$ cat config.mk
export PLATFORM = sky130hd
export DESIGN_NAME = hazard_scoreboard
export DESIGN_NICKNAME = d
export VERILOG_FILES = /design/src/rtl/hazard_scoreboard.sv
export SDC_FILE = /design/constraint.sdc
export NUM_CORES = 1
export LEC_CHECK = 0
export ABC_AREA = 1
export CORE_UTILIZATION = 53
export CTS_BUF_LIST = sky130_fd_sc_hd__clkbuf_4
export DETAILED_ROUTE_END_ITERATION = 12
export PLACE_DENSITY_LB_ADDON = 0.1
export RECOVER_POWER = 50
export SETUP_SLACK_MARGIN = 0.05
export SKIP_LAST_GASP = 1
export SLEW_MARGIN = 20
export SYNTH_ARGS = -nofsm -noshare
export SYNTH_HDL_FRONTEND = slang
export SYNTH_SLANG_ARGS = --single-unit
$ cat constraint.sdc
create_clock -name clk -period 1.7 [get_ports clk]
set_input_delay 0.34 -clock clk [delete_from_list [all_inputs] [get_ports clk]]
set_output_delay 0.34 -clock clk [all_outputs]
set_load 0.1 [all_outputs]
$ cat src/rtl/hazard_scoreboard.sv
// hazard_scoreboard
//   Load-use hazard detection and operand-forward selection for an in-order
//   pipeline. The block keeps its own shadow pipeline of in-flight destination
//   registers behind ID, so it does not need Rd/RegWr taps from the pipeline
//   registers. It sits beside the ID stage. IF, the ID/EXE pipeline register
//   and the control unit consume `stall`.
//
// Ports
//   clk          rising-edge clock
//   reset        asynchronous, active-high reset
//   issue_valid  a valid instruction is in ID this cycle
//   issue_rd     destination register of the ID instruction
//   issue_regwr  ID instruction writes the register file
//   issue_load   ID instruction is a memory load
//   rs1/rs1_used source A register and its read enable
//   rs2/rs2_used source B register and its read enable
//   kill         ID instruction is squashed (taken branch/jump)
//   stall        hold IF/ID and insert a bubble into stage 1
//   fwd_a/fwd_b  operand select: 0 = register file, k = stage k
//                (1 = EXE ... N_STAGES = WB)
//   inflight     number of valid, register-writing entries in flight
//   stall_count  saturating count of stall cycles
module hazard_scoreboard #(
  parameter int unsigned REG_ADDR_W = 3,
  parameter int unsigned N_STAGES   = 3,
  parameter int unsigned LOAD_STAGE = 2,
  parameter int unsigned R0_ZERO    = 1,
  parameter int unsigned CNT_W      = 16,
  parameter int unsigned FW         = $clog2(N_STAGES + 1)
) (
  input  logic                  clk,
  input  logic                  reset,
  input  logic                  issue_valid,
  input  logic [REG_ADDR_W-1:0] issue_rd,
  input  logic                  issue_regwr,
  input  logic                  issue_load,
  input  logic [REG_ADDR_W-1:0] rs1,
  input  logic                  rs1_used,
  input  logic [REG_ADDR_W-1:0] rs2,
  input  logic                  rs2_used,
  input  logic                  kill,
  output logic                  stall,
  output logic [FW-1:0]         fwd_a,
  output logic [FW-1:0]         fwd_b,
  output logic [FW-1:0]         inflight,
  output logic [CNT_W-1:0]      stall_count
);

  typedef struct packed {
    logic                  v;
    logic [REG_ADDR_W-1:0] rd;
    logic                  wr;
    logic                  ld;
  } entry_t;

  // Index 1 is the youngest entry (EXE). Index N_STAGES is the oldest (WB).
  entry_t ent [1:N_STAGES];

  logic accept;
  logic src_a_ok;
  logic src_b_ok;
  logic hazard_a;
  logic hazard_b;

  // A source takes part in matching only when ID holds a real instruction
  // that reads it. Register 0 is excluded when it is hard-wired to zero.
  assign src_a_ok = issue_valid && rs1_used && !((R0_ZERO != 0) && (rs1 == '0));
  assign src_b_ok = issue_valid && rs2_used && !((R0_ZERO != 0) && (rs2 == '0));

  // The stage-1 loop runs first, so the youngest match is taken.
  // A WB-stage match is also forwarded, which covers the case where the
  // register file is written and read in the same cycle.
  always_comb begin
    fwd_a    = '0;
    fwd_b    = '0;
    hazard_a = 1'b0;
    hazard_b = 1'b0;
    for (int unsigned k = 1; k <= N_STAGES; k++) begin
      if (src_a_ok && (fwd_a == '0) && ent[k].v && ent[k].wr && (ent[k].rd == rs1)) begin
        fwd_a    = FW'(k);
        hazard_a = ent[k].ld && (k < LOAD_STAGE);
      end
      if (src_b_ok && (fwd_b == '0) && ent[k].v && ent[k].wr && (ent[k].rd == rs2)) begin
        fwd_b    = FW'(k);
        hazard_b = ent[k].ld && (k < LOAD_STAGE);
      end
    end
  end

  // kill takes priority over a hazard: the squashed instruction needs no operands.
  assign stall  = (hazard_a || hazard_b) && !kill;
  assign accept = issue_valid && !kill && !stall;

  always_comb begin
    inflight = '0;
    for (int unsigned k = 1; k <= N_STAGES; k++) begin
      if (ent[k].v && ent[k].wr) begin
        inflight = inflight + FW'(1);
      end
    end
  end

  // The shadow pipeline always advances. A stall only puts a bubble into
  // stage 1, the same as the main pipeline does.
  always_ff @(posedge clk or posedge reset) begin
    if (reset) begin
      for (int unsigned k = 1; k <= N_STAGES; k++) begin
        ent[k] <= '0;
      end
      stall_count <= '0;
    end else begin
      for (int unsigned k = 2; k <= N_STAGES; k++) begin
        ent[k] <= ent[k-1];
      end
      if (accept) begin
        ent[1] <= '{v: 1'b1, rd: issue_rd, wr: issue_regwr, ld: issue_load};
      end else begin
        ent[1] <= '0;
      end
      if (stall && (stall_count != '1)) begin
        stall_count <= stall_count + CNT_W'(1);
      end
    end
  end

endmodule

==> results of run 1 <==
==> kinds of logic after synthesis <==
family                   after synthesis  share of synthesized area (%)
flip-flops                            32                           39.9
buffers and inverters                 35                           7.17
XOR/XNOR                              18                           7.86
adder cells (fa/ha/maj)                3                           1.87
AO/OA/AOI/OAI                         16                           4.80
AND/OR/NAND/NOR                      160                           38.4
==> timing repair <==
item,CTS,global route
pin swaps,25,17
buffers inserted,9,7
setup endpoints to repair,23,23
gates resized for setup,33,18
hold endpoints to repair,0,0
gates cloned,1,0
==> area by class of cell <==
cell class	count	area share, %
clock buffer	7	1.59
multi-input combinational	197	39.1
clock inverter	1	0.113
tap	46	1.74
sequential	32	25.4
timing repair buffer	73	28.2
inverter	31	3.82
==> power breakdown <==
group	switching (mW)	total, mW	internal [mW]
Combinational	0.157	0.260	0.102
Sequential	0.0231	0.800	0.777
Clock	0.318	0.509	0.191
Total	0.499	1.57	1.07
==> flip-flops by register name, indices dropped and copies added (netlist names) <==
signal       flops
ent             16
stall_count     16
==> cell usage in the layout (no fill, tap or decap), types with 3 or more instances in the layout <==
| master | n |
|---|---|
| nand2_2 | 11 |
| xnor2_1 | 9 |
| xor2_1 | 6 |
| dfrtp_4 | 7 |
| buf_12 | 25 |
| dfrtp_1 | 13 |
| nor2_2 | 7 |
| buf_4 | 26 |
| ha_4 | 3 |
| dfrtp_2 | 12 |
| nand2_1 | 70 |
| nor2_1 | 24 |
| o22ai_1 | 3 |
| nand2_4 | 3 |
| a21oi_1 | 5 |
| nand3_2 | 4 |
| inv_1 | 22 |
| clkbuf_4 | 7 |
| dlygate4sd2_1 | 7 |
| nand3_1 | 9 |
| o21ai_4 | 3 |
| inv_2 | 5 |
| clkdlybuf4s50_1 | 7 |
| nand4_1 | 20 |
| buf_6 | 5 |
==> layer usage <==
metal | GRT usage, % | wire length [um]
met3 | 8.88 | 1470
met5 | 0 | 0
met1 | 52.9 | 3410
met2 | 63.6 | 4320
met4 | 21.9 | 1190
==> metrics by stage <==
step | std cells | total power [mW] | utilization (%) | setup TNS [ns] | area (um2)
2_1_floorplan | 264 | 0.901 | - | -0.540 | 2180
3_3_place_gp | 364 | 0.996 | 85.9 | -10.61 | 2980
3_5_place_dp | 364 | 1.01 | 85.9 | -12.41 | 2980
4_1_cts | 381 | 1.46 | 91.8 | -2.08 | 3180
5_1_grt | 387 | 1.59 | 95.4 | -7.78 | 3310
6_report | 387 | 1.57 | 95.4 | -6.96 | 3310
==> worst paths after layout <==
check / start / end / slack, ns / cells past startpoint
worst max-delay path: ent[3] / fwd_b[0] / -0.59 / 6
worst min-delay path: reset / stall_count[0] / 0.40 / 3
worst max register to register: ent[14] / stall_count[13] / -0.55 / 12
worst min register to register: ent[11] / ent[5] / 0.44 / 0
max in group asynchronous: reset / stall_count[5] / 0.95 / 3
min in group clk: ent[11] / ent[5] / 0.44 / 0
==> worst max-delay path, cell delays in order, from the launching register on <==
cell	delay (ns)
dfrtp_1	0.50
o22ai_1	0.17
a21oi_1	0.19
nand4_1	0.13
buf_4	0.20
o21ai_4	0.19
buf_12	0.20
==> qor.csv, run 1 <==
stage,metric,value,unit
final_layout,final_layout_size_suffix_gt1_share,40.8,%
placed_design,pre_cts_slack,-0.602,ns
synth,synth_edf_count,0,
sta,maxSlewHeadroom,58.4,%
sta,finalHoldViolCount,0,
routing,drtIter0Drc,454,
clock_network,htree_levels,2,
power_and_ir_drop,peakVddDrop,0.505,mV
setup_path,crit_path_end_kind,output pin,
routing,vias,2719,
global_route,grt_pass1_wl,12200,um
synth,ys_ff_latch,32,
synth,synthFlopType,dfrtp_1,
routing,ant_nets,0,
final_layout,area_growth,65.0,%
floorplan,die_h,63.5,um
power_and_ir_drop,p_per_area,474,nW/um2
clock_network,cts_tree,yes,
synth,yosysTopAreaCell,dfrtp_1,
run_status,violations,negative setup slack,
final_layout,ff_latch_area,842,um2
hold_path,hp-class,in2async,
synth,synthCells,264,
floorplan,die-area,4030,um2
routing,first_pass_iters,5,
clock_network,cts-hold-fix-buffers,0,
floorplan,io_pins,40,
sta,min_period_over_period,135,%
floorplan,std_cell_rows,21,
final_layout,fill_cells,90,
final_layout,final_nets,360,
synth,syn-mean-instance-area,7.60,um2
synth,synth_top_area_share,39.9,%
placed_design,io_buffers,39,
setup_path,critPathKind,reg2out,
clock_network,clkTransAtPathRegs,0.11,ns
synth,syn-cell-area,2010,um2
synth,yosys_warnings,0,
run_status,outcome,finished with violations,
sta,fin_crit,2.29,ns
global_route,antenna_found_initial,0,
setup_path,critical_path.startpoint_type,flip-flop,
clock_network,cts_root_buffer,clkbuf_4,
setup_path,cp.required,1.36,ns
setup_path,arrival,1.95,ns
sta,finalMaxSlewViolations,0,
floorplan,fp.dieW,63.5,um
synth,yosysSeqAreaShare,39.9,%
sta,clock-skew-final,0.00727,ns
routing,vias_per_cell,7.03,
sta,worst_pin_slew,0.619,ns
power_and_ir_drop,leakage,1.52,nW
final_layout,multi_input_area,1290,um2
sta,rsz0062_at_grt,true,
clock_network,cts.sinks,32,
routing,wl,10400,um
placed_design,place.gp.congestion,0.919,
synth,yosysMostFrequentCell,nand2_1,
synth,synthTopCellsByCount,"nand2_1, dfrtp_1, inv_1, nor2_1, nand4_1",
floorplan,core,3470,um2
synth,synth-async-reset-ratio,100,%
clock_network,clk_path_buf_depth,2,
synth,synth_nets,284,
sta,max_clock_freq,436,MHz
floorplan,start_util,57.8,%
synth,yosys-top-cells-area,"dfrtp_1, nand2_1, nand4_1, inv_1, nor2_1",
sta,setup_ws,-0.593,ns
sta,setup_viol,23,
synth,synth_cell_type_count,29,
job,maxCapViolCount,0,
global_route,gr-usage-all-layers,41.0,%
placed_design,dp_hpwl,4210,um
setup_path,path_max_fanout,4,
global_route,grt_max_degree,33,
clock_network,clock_latency,0.38,ns
clock_network,numCtsBuffers,5,
routing,drc,0,
global_route,grt-ovfl-total,0,
global_route,grt_pass1_vias,2280,
routing,post_drt_wl_per_cell,26.8,um
final_layout,num_antenna_cells,0,
sta,hold-worst-slack,0.404,ns
Note: power is estimated with default switching activity, not from simulation.
==> run 2: changes to the inputs <==
--- a/config.mk
+++ b/config.mk
@@ -6,6 +6,7 @@
 export NUM_CORES = 1
 export LEC_CHECK = 0
 export ABC_AREA = 1
+export CORE_MARGIN = 4
 export CORE_UTILIZATION = 53
 export CTS_BUF_LIST = sky130_fd_sc_hd__clkbuf_4
 export DETAILED_ROUTE_END_ITERATION = 12
==> run 2 against run 1 <==
The run still ends with negative setup slack left. Clock skew is 0.0068 ns higher. Cell count fell by 1.0%. Global-route usage shrank 12 points. Power up 3.4%. Cell area shrank 4.2%. Combinational power decreased by 15%. Register-to-register slack better by 0.57 ns. Sequential share of layout area increased by 1.0 points. Largest power group unchanged.
==> qor.csv, run 2 (synthesis gave the netlist of run 1 again) <==
stage,metric,value,unit,change
run_status,outcome,finished with violations,,
run_status,violations,negative setup slack,,
setup_path,critPathKind,reg2out,,
global_route,grt_pass1_wl,11200,um,-8.4%
clock_network,cts_tree,yes,,
floorplan,fp.dieW,69.5,um,+9.4%
placed_design,place.gp.congestion,0.887,,-3.6%
global_route,grt-ovfl-total,0,,unchanged
sta,max_clock_freq,490,MHz,+12%
sta,maxSlewHeadroom,44.5,%,-14 points
setup_path,timing.rr.start,ent[14],,
clock_network,clkTransAtPathRegs,0.10,ns,about the same
sta,fin_crit,2.04,ns,-0.253 ns
hold_path,hp-class,reg2reg,,
sta,fin_setup_tns,-1.84,ns,+5.12 ns
global_route,grt_pass1_vias,2318,,+1.7%
final_layout,fin_util,86.6,%,-8.8 points
routing,ant_nets,0,,unchanged
setup_path,ff2ff_setup_slack,0.02,ns,+0.57 ns
setup_path,path_max_fanout,5,,+1
sta,clock-skew-final,0.0140,ns,+0.00677 ns
clock_network,numCtsBuffers,5,,unchanged
sta,finalHoldViolCount,0,,unchanged
clock_network,cts.sinks,32,,unchanged
clock_network,clock_latency,0.35,ns,-0.03 ns
final_layout,final_common_cell,nand2_1,,
routing,drtIter0Drc,269,,-41%
sta,worst_pin_slew,0.833,ns,+0.213 ns
placed_design,dp.cells,363,,-0.27%
floorplan,die-area,4830,um2,+20%
setup_path,cp.required,1.36,ns,about the same
clock_network,cts_root_buffer,clkbuf_4,,
floorplan,core,3660,um2,+5.6%
power_and_ir_drop,leakage,1.45,nW,-4.8%
sta,setup_ws,-0.340,ns,+0.253 ns
clock_network,cts-hold-fix-buffers,0,,unchanged
floorplan,std_cell_rows,22,,+4.8%
setup_path,rr_worst_depth,9,,-3
job,maxCapViolCount,0,,unchanged
power_and_ir_drop,p_per_area,511,nW/um2,+7.9%
final_layout,num_antenna_cells,0,,unchanged
final_layout,area_growth,58.1,%,
setup_path,critical_path.startpoint_type,flip-flop,,
setup_path,crit_path_end_kind,output pin,,
setup_path,worst_r2r_endpoint,stall_count[9],,
routing,wl,6530,um,-37%
floorplan,io_pins,40,,unchanged
placed_design,io_buffers,39,,unchanged
global_route,gr-usage-all-layers,29.0,%,-12 points
setup_path,arrival,1.70,ns,-0.25 ns
routing,vias,2138,,-21%
placed_design,pre_cts_slack,-0.642,ns,-0.0401 ns
clock_network,htree_levels,2,,unchanged
final_layout,layout_common_cells,"nand2_1, nor2_1, buf_12",,
routing,drc,0,,unchanged
final_layout,final_layout_size_suffix_gt1_share,38.5,%,-2.3 points
setup_path,endpoint,stall,,
placed_design,dp_hpwl,4270,um,+1.6%
sta,min_period_over_period,120,%,-15 points
setup_path,crit_start,ent[14],,
routing,vias_per_cell,5.58,,-21%
sta,finalMaxSlewViolations,0,,unchanged
global_route,grt_max_degree,33,,unchanged
sta,rsz0062_at_grt,true,,
clock_network,clk_path_buf_depth,2,,unchanged
global_route,antenna_found_initial,0,,unchanged
routing,post_drt_wl_per_cell,17.1,um,-36%
power_and_ir_drop,peakVddDrop,0.617,mV,+22%
final_layout,final_cells,383,,-1.0%
sta,setup_viol,7,,-70%
routing,first_pass_iters,5,,unchanged
final_layout,final_nets,354,,-1.7%
final_layout,largestRegisters,"ent x16, stall_count x16",,
floorplan,start_util,54.8,%,-3.0 points
floorplan,die_h,69.5,um,+9.4%
-- run 2: worst min-delay path by stage --
stage | end | depth (start not counted) | slack, ns | from
floorplan | ent[5] | 0 | 0.35 | ent[11]
global placement | ent[5] | 0 | 0.36 | ent[11]
detailed placement | ent[1] | 0 | 0.37 | ent[7]
CTS | stall_count[1] | 3 | 0.39 | reset
global route | ent[4] | 0 | 0.47 | ent[10]
finish | ent[3] | 0 | 0.44 | ent[9]
-- run 2: what timing repair did --
item,4_1_cts,5_1_grt
setup buffers,11,1
pin swaps,19,4
endpoints found under the setup margin,23,23
resized for setup,35,4
-- run 2: layout make-up --
cell class / instances / area (um2)
tap: 48 / 60.1
multi-input combinational: 197 / 1230
sequential: 32 / 840
inverter: 31 / 126
fill: 175 / 489
clock inverter: 2 / 35.0
clock buffer: 6 / 45.0
timing repair buffer: 67 / 831
-- run 2: routing by layer --
metal | vias up | part of all wire [%] | GRT usage, %
met5 | - | 0 | 0
met2 | 124 | 51 | 50.3
met1 | 1007 | 38 | 34.5
li1 | 989 | - | -
met4 | 0 | 2.4 | 10.6
met3 | 18 | 8.6 | 7.10
-- run 2: worst max-delay path, cell delays in order (launching register included) --
cell	delay (ns)
dfrtp_1	0.46
nand2_1	0.10
nand2_1	0.07
nor2_2	0.13
nand3_2	0.12
nand2_2	0.10
nand2_2	0.08
nor2_4	0.11
buf_12	0.18
-- run 2: where the power goes --
| part | total, mW | switching [mW] | internal, mW | leakage, nW |
|---|---|---|---|---|
| Sequential | 0.794 | 0.0177 | 0.776 | 0.407 |
| Clock | 0.607 | 0.283 | 0.324 | 0.0456 |
| Combinational | 0.220 | 0.125 | 0.0955 | 0.998 |
-- run 2: stage by stage --
stage / power [mW] / instance area, um2 / hold WS, ns
2_1_floorplan: 0.901 / 2180 / 0.354
3_3_place_gp: 0.995 / 2960 / 0.364
3_5_place_dp: 1.00 / 2960 / 0.371
4_1_cts: 1.61 / 3160 / 0.386
5_1_grt: 1.67 / 3170 / 0.472
6_report: 1.62 / 3170 / 0.435
==> run 3: changes to the inputs <==
--- a/config.mk
+++ b/config.mk
@@ -9,6 +9,7 @@
 export CORE_MARGIN = 4
 export CORE_UTILIZATION = 53
 export CTS_BUF_LIST = sky130_fd_sc_hd__clkbuf_4
+export CTS_CLUSTER_DIAMETER = 50
 export DETAILED_ROUTE_END_ITERATION = 12
 export PLACE_DENSITY_LB_ADDON = 0.1
 export RECOVER_POWER = 50
==> results of run 3 <==
No change in the layout: final DEF, timing and power equal those of run 2.
